--- src/rtl/fetch_pkg.sv ---
// Shared types and constants for the IF stage: IF/ID payload, fetch action
// decode and the word-alignment helper used on redirect targets.
package fetch_pkg;

  localparam logic [31:0] NOP_INSTR        = 32'h0000_0013;
  localparam logic [31:0] DEFAULT_RESET_PC = 32'h0000_0000;
  localparam logic [31:0] PC_STEP          = 32'h0000_0004;

  typedef struct packed {
    logic [31:0] pc;
    logic [31:0] pc_plus4;
    logic [31:0] instr;
    logic        valid;
  } ifid_t;

  typedef enum logic [1:0] {
    FETCH_ADVANCE = 2'd0,
    FETCH_HOLD    = 2'd1,
    FETCH_FLUSH   = 2'd2
  } fetch_action_t;

  // Redirect beats stall: a flush must never be swallowed by a hold.
  function automatic fetch_action_t decode_action(input logic stall,
                                                  input logic redirect_valid);
    fetch_action_t act;
    if (redirect_valid) begin
      act = FETCH_FLUSH;
    end else if (stall) begin
      act = FETCH_HOLD;
    end else begin
      act = FETCH_ADVANCE;
    end
    return act;
  endfunction

  function automatic logic [31:0] align_word(input logic [31:0] addr);
    return addr & 32'hFFFF_FFFC;
  endfunction

endpackage

--- src/rtl/fetch_if.sv ---
// Fetch-stage bus: hazard/EX control in, instruction-memory port, IF/ID
// outputs. Optional perf counters appear with FETCH_PERF_CNT_EN.
interface fetch_if;

  logic        stall;
  logic        redirect_valid;
  logic [31:0] redirect_target;
  logic [31:0] instr_if;
  logic [31:0] pc_out;
  logic [31:0] ifid_pc;
  logic [31:0] ifid_pc_plus4;
  logic [31:0] ifid_instr;
  logic        ifid_valid;
`ifdef FETCH_PERF_CNT_EN
  logic [31:0] perf_fetched;
  logic [31:0] perf_stall_cycles;
  logic [31:0] perf_flushes;
`endif

  modport master (
    input  stall,
    input  redirect_valid,
    input  redirect_target,
    input  instr_if,
    output pc_out,
    output ifid_pc,
    output ifid_pc_plus4,
    output ifid_instr,
`ifdef FETCH_PERF_CNT_EN
    output perf_fetched,
    output perf_stall_cycles,
    output perf_flushes,
`endif
    output ifid_valid
  );

  modport slave (
    output stall,
    output redirect_valid,
    output redirect_target,
    output instr_if,
    input  pc_out,
    input  ifid_pc,
    input  ifid_pc_plus4,
    input  ifid_instr,
`ifdef FETCH_PERF_CNT_EN
    input  perf_fetched,
    input  perf_stall_cycles,
    input  perf_flushes,
`endif
    input  ifid_valid
  );

endinterface

--- src/rtl/fetch_stage_ifid_reg.sv ---
// Generic pipeline register for the IF/ID payload: advance, hold or flush
// to a bubble, as selected by a fetch_action_t.
module ifid_reg
  import fetch_pkg::*;
#(
  parameter logic [31:0] BUBBLE_INSTR = NOP_INSTR
) (
  input  logic          clk,
  input  logic          resetn,
  input  fetch_action_t action,
  input  ifid_t         d,
  output ifid_t         q
);

  ifid_t bubble_s;
  ifid_t q_next_s;
  ifid_t q_r;

  // Bubble payload: zero PCs, NOP encoding, not valid.
  always_comb begin
    bubble_s          = '0;
    bubble_s.instr    = BUBBLE_INSTR;
    bubble_s.valid    = 1'b0;
  end

  // Next-state selection from the decoded action.
  always_comb begin
    q_next_s = q_r;
    case (action)
      FETCH_ADVANCE: q_next_s = d;
      FETCH_HOLD:    q_next_s = q_r;
      FETCH_FLUSH:   q_next_s = bubble_s;
      default:       q_next_s = bubble_s;
    endcase
  end

  // Payload register, bubble on reset.
  always_ff @(posedge clk or negedge resetn) begin
    if (!resetn) begin
      q_r <= bubble_s;
    end else begin
      q_r <= q_next_s;
    end
  end

  assign q = q_r;

endmodule

--- src/rtl/fetch_stage.sv ---
// IF stage: owns the PC, drives instr_mem, and registers the fetched word into
// IF/ID. Define FETCH_PERF_CNT_EN to add fetch/stall/flush counters.
module fetch_stage #(
  parameter logic [31:0] RESET_PC  = 32'h0000_0000,
  parameter logic [31:0] NOP_INSTR = 32'h0000_0013
) (
  input  logic    clk,
  input  logic    resetn,
  fetch_if.master bus
);

  import fetch_pkg::*;

  fetch_action_t action_s;
  logic [31:0]   pc_r;
  logic [31:0]   pc_next_s;
  logic [31:0]   pc_plus4_s;
  ifid_t         ifid_d_s;
  ifid_t         ifid_q_s;

  assign action_s   = decode_action(bus.stall, bus.redirect_valid);
  assign pc_plus4_s = pc_r + PC_STEP;

  // Next fetch address; redirect targets are forced word aligned.
  always_comb begin
    pc_next_s = pc_r;
    case (action_s)
      FETCH_ADVANCE: pc_next_s = pc_plus4_s;
      FETCH_HOLD:    pc_next_s = pc_r;
      FETCH_FLUSH:   pc_next_s = align_word(bus.redirect_target);
      default:       pc_next_s = pc_r;
    endcase
  end

  // Program counter.
  always_ff @(posedge clk or negedge resetn) begin
    if (!resetn) begin
      pc_r <= RESET_PC;
    end else begin
      pc_r <= pc_next_s;
    end
  end

  // Word currently being fetched, as it would land in IF/ID.
  always_comb begin
    ifid_d_s          = '0;
    ifid_d_s.pc       = pc_r;
    ifid_d_s.pc_plus4 = pc_plus4_s;
    ifid_d_s.instr    = bus.instr_if;
    ifid_d_s.valid    = 1'b1;
  end

  ifid_reg #(
    .BUBBLE_INSTR (NOP_INSTR)
  ) u_ifid_reg (
    .clk    (clk),
    .resetn (resetn),
    .action (action_s),
    .d      (ifid_d_s),
    .q      (ifid_q_s)
  );

  assign bus.pc_out        = pc_r;
  assign bus.ifid_pc       = ifid_q_s.pc;
  assign bus.ifid_pc_plus4 = ifid_q_s.pc_plus4;
  assign bus.ifid_instr    = ifid_q_s.instr;
  assign bus.ifid_valid    = ifid_q_s.valid;

`ifdef FETCH_PERF_CNT_EN
  logic [31:0] perf_fetched_r;
  logic [31:0] perf_stall_cycles_r;
  logic [31:0] perf_flushes_r;

  // Event counters, one per fetch action, wrapping silently.
  always_ff @(posedge clk or negedge resetn) begin
    if (!resetn) begin
      perf_fetched_r      <= 32'h0000_0000;
      perf_stall_cycles_r <= 32'h0000_0000;
      perf_flushes_r      <= 32'h0000_0000;
    end else begin
      case (action_s)
        FETCH_ADVANCE: perf_fetched_r      <= perf_fetched_r + 32'h0000_0001;
        FETCH_HOLD:    perf_stall_cycles_r <= perf_stall_cycles_r + 32'h0000_0001;
        FETCH_FLUSH:   perf_flushes_r      <= perf_flushes_r + 32'h0000_0001;
        default:       perf_fetched_r      <= perf_fetched_r;
      endcase
    end
  end

  assign bus.perf_fetched      = perf_fetched_r;
  assign bus.perf_stall_cycles = perf_stall_cycles_r;
  assign bus.perf_flushes      = perf_flushes_r;
`endif

endmodule

--- src/flat_wrapper.sv ---
// flat-port wrapper written by rule: the top's interface ports become plain ports
module fetch_stage_flat import fetch_pkg::*;
#(
  parameter logic [31:0] RESET_PC  = 32'h0000_0000,
  parameter logic [31:0] NOP_INSTR = 32'h0000_0013
)
  (clk, resetn, bus_stall, bus_redirect_valid, bus_redirect_target, bus_instr_if, bus_pc_out, bus_ifid_pc, bus_ifid_pc_plus4, bus_ifid_instr, bus_ifid_valid);
  fetch_if bus_i ();
  input  logic clk;
  input  logic resetn;
  input wire logic [$bits(bus_i.stall)-1:0] bus_stall;
  input wire logic [$bits(bus_i.redirect_valid)-1:0] bus_redirect_valid;
  input wire logic [$bits(bus_i.redirect_target)-1:0] bus_redirect_target;
  input wire logic [$bits(bus_i.instr_if)-1:0] bus_instr_if;
  output wire logic [$bits(bus_i.pc_out)-1:0] bus_pc_out;
  output wire logic [$bits(bus_i.ifid_pc)-1:0] bus_ifid_pc;
  output wire logic [$bits(bus_i.ifid_pc_plus4)-1:0] bus_ifid_pc_plus4;
  output wire logic [$bits(bus_i.ifid_instr)-1:0] bus_ifid_instr;
  output wire logic [$bits(bus_i.ifid_valid)-1:0] bus_ifid_valid;
  assign bus_i.stall = bus_stall;
  assign bus_i.redirect_valid = bus_redirect_valid;
  assign bus_i.redirect_target = bus_redirect_target;
  assign bus_i.instr_if = bus_instr_if;
  assign bus_pc_out = bus_i.pc_out;
  assign bus_ifid_pc = bus_i.ifid_pc;
  assign bus_ifid_pc_plus4 = bus_i.ifid_pc_plus4;
  assign bus_ifid_instr = bus_i.ifid_instr;
  assign bus_ifid_valid = bus_i.ifid_valid;
  fetch_stage #(.RESET_PC(RESET_PC), .NOP_INSTR(NOP_INSTR)) u_core (.clk(clk), .resetn(resetn), .bus(bus_i));
endmodule
--- config.mk ---
export PLATFORM = sky130hd
export DESIGN_NAME = fetch_stage_flat
export DESIGN_NICKNAME = d
export VERILOG_FILES = /design/src/rtl/fetch_pkg.sv /design/src/rtl/fetch_if.sv /design/src/rtl/fetch_stage_ifid_reg.sv /design/src/rtl/fetch_stage.sv /design/src/flat_wrapper.sv
export SDC_FILE = /design/constraint.sdc
export NUM_CORES = 1
export LEC_CHECK = 0
export ABC_CLOCK_PERIOD_IN_PS = 2980
export CORE_UTILIZATION = 30
export CTS_CLUSTER_DIAMETER = 80
export DETAILED_ROUTE_END_ITERATION = 8
export PLACE_DENSITY = 0.62
export SLEW_MARGIN = 20
export SYNTH_ARGS = -nofsm -noshare
export SYNTH_HDL_FRONTEND = slang
export SYNTH_SLANG_ARGS = --single-unit
--- constraint.sdc ---
create_clock -name clk -period 2.98 [get_ports clk]
set_input_delay 0.596 -clock clk [delete_from_list [all_inputs] [get_ports clk]]
set_output_delay 0.596 -clock clk [all_outputs]
set_load 0.01 [all_outputs]
## Word level (Yosys, flattened, before mapping)

Index checks and enable logic that the tools add are counted.

| storage, ports and cells | value |
|---|---|
| flip-flop bits (word level) | 129 |
| bits of input ports | 68 |
| output and inout port bits | 129 |
| logic and storage cells | 14 |

| operators by class | value |
|---|---|
| add/sub/neg operators | 1 |
| eq/ne operators | 2 |
| muxes and demuxes | 4 |
| reduce and logical (&&, ||, !) cells | 2 |

Operator list:

| operator | count |
|---|---|
| 97-bit one-hot mux with 2 select lines | 1 |
| 32-bit one-hot mux with 2 select lines | 1 |
| 32-bit by 3-bit adder with 32-bit output (second input constant) | 1 |
| 2-bit by 1-bit equality test with 1-bit output (second input constant) | 1 |
| 2-bit equality test (second input constant) | 1 |
| 2-bit zero test | 1 |
| 2-bit two-way mux | 1 |
| 2-bit nonzero test | 1 |
| 1-bit two-way mux | 1 |

## Depth between registers and ports, before layout

| depth | value |
|---|---|
| depth after elaboration | 4 |
| depth in mapped cells | 7 |
| gate-level depth less buffers | 5 |

## By module

From an unflattened synthesis, not the netlist that was laid out.

| unflattened totals | value |
|---|---|
| cells, all modules | 589 |
| area, all modules | 6,251.0 sq um |

Modules (own cells, without submodules):

| module | times used | cells each | area an instance (sq um) | seq. area each (sq um) |
|---|---|---|---|---|
| ifid_reg | 1 | 313 | 3,945.0 | 2,431.1 |
| fetch_stage | 1 | 276 | 2,306.0 | 750.7 |

## Least setup slack after synthesis

OpenSTA, ideal clock, no wires.

| timing path | value |
|---|---|
| path kind | reg2reg |
| from | register u_core.pc_r[3] (netlist: u_core.bus.pc_out[3]) |
| to | register u_core.u_ifid_reg.q_r (netlist bit u_core.u_ifid_reg.q[61]) |
| setup time | 0.122 ns |
| arrival time | 2.127 ns |
| data required time | 2.858 ns |
| setup slack | 0.731 ns |
| cell stages (with the launch flop) | 7 |
| path buffers | 1 |
| period minus slack after synthesis | 2.249 ns |
| cells stage by stage | dfrtp_1 > ha_1 > nand4_1 > or3_1 > clkbuf_1 > or4b_2 > o2111a_1 |

| between the ends | value |
|---|---|
| longest elaborated chain between the ends | 2 |

Ends and longest elaborated chain:

| element | line | text |
|---|---|---|
| from (decl) | fetch_stage.sv:15 | `logic [31:0] pc_r;` |
| from (signal assigned) | fetch_stage.sv:40 | `pc_r <= pc_next_s;` |
| 32-bit by 3-bit adder with 32-bit output | fetch_stage.sv:22 | `assign pc_plus4_s = pc_r + PC_STEP;` |
| 97-bit one-hot mux with 2 select lines | fetch_stage_ifid_reg.sv:29 | `case (action)` |
| to (signal assigned) | fetch_stage_ifid_reg.sv:40 | `q_r <= bubble_s;` |
| to (signal assigned) | fetch_stage_ifid_reg.sv:42 | `q_r <= q_next_s;` |
| to (decl) | fetch_stage_ifid_reg.sv:17 | `ifid_t q_r;` |

Every way passes these cells.
A chain may end at the register's enable or synchronous reset.

## Worst setup path after layout

| timing path | value |
|---|---|
| from | register u_core.pc_r[10] (netlist: u_core.bus.pc_out[10]) |
| to | register u_core.u_ifid_reg.q_r (netlist bit u_core.u_ifid_reg.q[61]) |

The elaborated chain is that of the path after synthesis.

==> qor.csv <==
stage;metric;value;unit
setup_path;path_depth;5;
grt;grt_pass1_wl;27800;µm
grt;grt_start_max_net_pins;89;
drt;drc;0;
cells_and_area;drive_above_1_share;8.701;%
min_path;hold_path_class;input port to asynchronous set/reset pin;
setup_path;worst-path-buf-inv;1;
clock_tree;cts_buffer_depth;2;
setup_path;cp_slowest_stage_delay;0.65;ns
drt;dr.pass1.iters;4;
setup_path;critPathSlowestCell;or4b_2;
setup_path;crit_path_cell_trace;nand4_1 -> buf_4 -> or3_1 -> or4b_2 -> o2111a_1;
placed_design;dpl.cell_count;1026;
synthesis;ys_warn_count;0;
sta;period_share;78.63;%
setup_path;worstPathArrival;2.64;ns
cells_and_area;final_common_cell;clkdlybuf4s50_1;
synthesis;syn_area;6036;µm²
pwr;vdd_drop_max;0.3616;mV
setup_path;worstSetupStartpoint;u_core.bus.pc_out[10];
sta;hold_viol_final;0;
floorplan;die_w;143.8;µm
clock_tree;clock-sinks;123;
drt;wirelength;17930;µm
synthesis;synth-seq-area-share;51.06;%
clock_tree;cts-resized-gates;0;
pwr;power.leakage;3.631;nW
placed_design;numPortBuffers;188;
cells_and_area;diodes;0;
synthesis;synth_top_area_share;49.75;%
sta;rsz0062_at_grt;no;
setup_path;reg2reg_depth;5;
clock_tree;insertion_delay;0.41;ns
synthesis;async_flop_share;100.0;%
cells_and_area;fin_util;44.87;%
grt;grt_pass1_vias;4931;
synthesis;yosysUniqueCellTypes;53;
clock_tree;postCtsHoldBufs;0;
floorplan;ios;197;
clock_tree;cts_tree;built;
grt;antenna_found_initial;0;
synthesis;synth_top_area_cell;dfrtp_1;
run;cap_viol_max_count;0;
clock_tree;cts.htree.levels;4;
sta;slew_violations;0;
floorplan;rows;51;
sta;skew;0.006429;ns
synthesis;ys.flop_type;dfrtp_1;
placed_design;dpl-instance-area;8173;µm²
placed_design;hpwlAfterDp;12280;µm
synthesis;synth_area_leaders;dfrtp_1, mux2i_1, nor2_1, xnor2_1, o21ai_0;
grt;grt_usage;17.80;%
drt;ant_nets;0;
setup_path;crit_required;3.28;ns
setup_path;worst-r2r-setup-slack;0.64;ns
clock_tree;cts-root-buf;clkbuf_16;
drt;drt_iter0_drc;224;
drt;vias;5123;
setup_path;crit_end;u_core.u_ifid_reg.q[61];
cells_and_area;final_cell_area;8790;µm²
setup_path;worstReg2RegStart;u_core.bus.pc_out[10];
sta;fin_crit;2.343;ns
floorplan;dieArea;20690;µm²
floorplan;fp.dieH;143.8;µm
synthesis;ys_seq_elements;123;
drt;routedWlPerCell;16.95;µm
drt;vias_per_cell;4.842;
floorplan;core;19590;µm²
setup_path;crit_family;simple AND/OR/NAND/NOR gates;
cells_and_area;final_nets;849;
clock_tree;clk_pin_slew;0.06;ns
setup_path;critPathLaunchType;flip-flop;
setup_path;r2r_end;u_core.u_ifid_reg.q[61];
clock_tree;cts_inserted_buffers;17;
clock_tree;cts_setup_buffers;0;
synthesis;synthCells;602;
setup_path;cp_max_fo;12;
sta;setup_viol;0;
cells_and_area;fillCellCount;1892;
grt;overflow;0;
setup_path;crit_path_end_kind;flip-flop;
synthesis;avgSynthCellArea;10.03;µm²
sta;clock.fmax;0.4268;GHz
cells_and_area;stdcell_count;1058;
floorplan;start_util;30.81;%
cells_and_area;final_cell_mix;clkdlybuf4s50_1, dfrtp_1, nor2_1;
synthesis;synth-edff-count;0;
cells_and_area;syn_to_final_growth;45.63;%
placed_design;globalplace.congestion;0.7748;
setup_path;crit_type;flip-flop to flip-flop;
run_status;outcome;completed;
sta;fin_setup_tns;0;ns
pwr;p_per_area;560.4;nW/µm²
[metal layers]
layer	share of wire, %	vias to the layer above	global-route usage, %
met4	0.93	0	4.871
met5	0	-	0
met3	7.6	13	5.865
met2	46	162	26.90
met1	46	2455	24.18
li1	-	2493	-
[worst register-to-register path, cell delays in order (launching register included)]
cell,delay [ns]
dfrtp_1,0.53
nand4_1,0.22
buf_4,0.23
or3_1,0.46
or4b_2,0.65
o2111a_1,0.15
[cell families (layout without fill, tap and decap cells)]
family / after synthesis / after routing / share of synthesized area, %
buf+inv: 64 / 250 / 5.431
simple gates: 232 / 232 / 19.11
xor+xnor: 29 / 29 / 4.208
fa+ha+maj: 1 / 1 / 0.2073
other cells: 1 / 6 / 0.06213
mux: 57 / 57 / 9.453
flops: 123 / 123 / 51.06
compound gates: 95 / 95 / 10.47
[power by group]
group | internal (mW) | switching (mW) | leakage [nW]
Sequential | 1.79 | 0.129 | 1.57
Clock | 1.33 | 0.843 | 0.285
Combinational | 0.445 | 0.383 | 1.78
Total | 3.57 | 1.36 | 3.63
[through the flow]
stage          hold WS (ns)  setup WS (ns)  power (mW)
4_1_cts             0.07059         0.6366       4.990
5_1_grt             0.08543         0.4901       5.141
2_1_floorplan        0.3004         0.7310       2.304
6_report            0.06989         0.6367       4.926
3_5_place_dp         0.4708         0.6295       2.788
3_3_place_gp         0.4673         0.6527       2.781
[registers in the layout (all words and copies together) (netlist names)]
name	cells
u_core.bus.pc_out	30
u_core.u_ifid_reg.q	93
[cell type report]
cell class                      instances  area (µm²)  area share [%]
Clock buffer                           17       425.4           4.840
Clock inverter                         15       191.4           2.178
Inverter                                7       26.28          0.2989
Multi-Input combinational cell        420        2645           30.09
Sequential cell                       123        3082           35.06
Tap cell                              265       331.6           3.772
Timing Repair Buffer                  211        2088           23.76
[worst min path at each step]
| stage | endpoint | startpoint | slack [ns] | cells after the start |
|---|---|---|---|---|
| detailed placement | u_core.u_ifid_reg.q[0] | u_core.u_ifid_reg.q[0] | 0.47 | 1 |
| CTS | u_core.u_ifid_reg.q[60] | resetn | 0.07 | 1 |
| floorplan | u_core.bus.pc_out[10] | resetn | 0.30 | 0 |
| finish | u_core.u_ifid_reg.q[50] | resetn | 0.07 | 1 |
| global route | u_core.u_ifid_reg.q[50] | resetn | 0.09 | 1 |
| global placement | u_core.u_ifid_reg.q[0] | u_core.u_ifid_reg.q[0] | 0.47 | 1 |
[cells in the mapped netlist, types with 2 or more instances]
cell,instances
a31oi_1,13
buf_1,5
nor3_1,7
or3_1,14
nand2_1,39
a21oi_1,9
nor2b_1,4
a311oi_1,7
mux2i_1,57
inv_1,6
nand4_1,13
and3_1,5
and4_1,6
clkbuf_8,3
nor4_1,8
or2_2,2
buf_6,3
or4_2,2
clkbuf_1,34
a211oi_1,12
buf_4,8
buf_2,4
nand3_1,13
or4_1,10
xnor2_1,23
a2111oi_0,2
xor2_1,6
o21ai_0,31
o21a_1,2
nor2_1,98
o2111a_1,3
o211a_1,2
dfstp_2,3
o31ai_1,8
dfrtp_1,120
nand4b_1,3
Note: power is estimated with default switching activity, not from simulation.
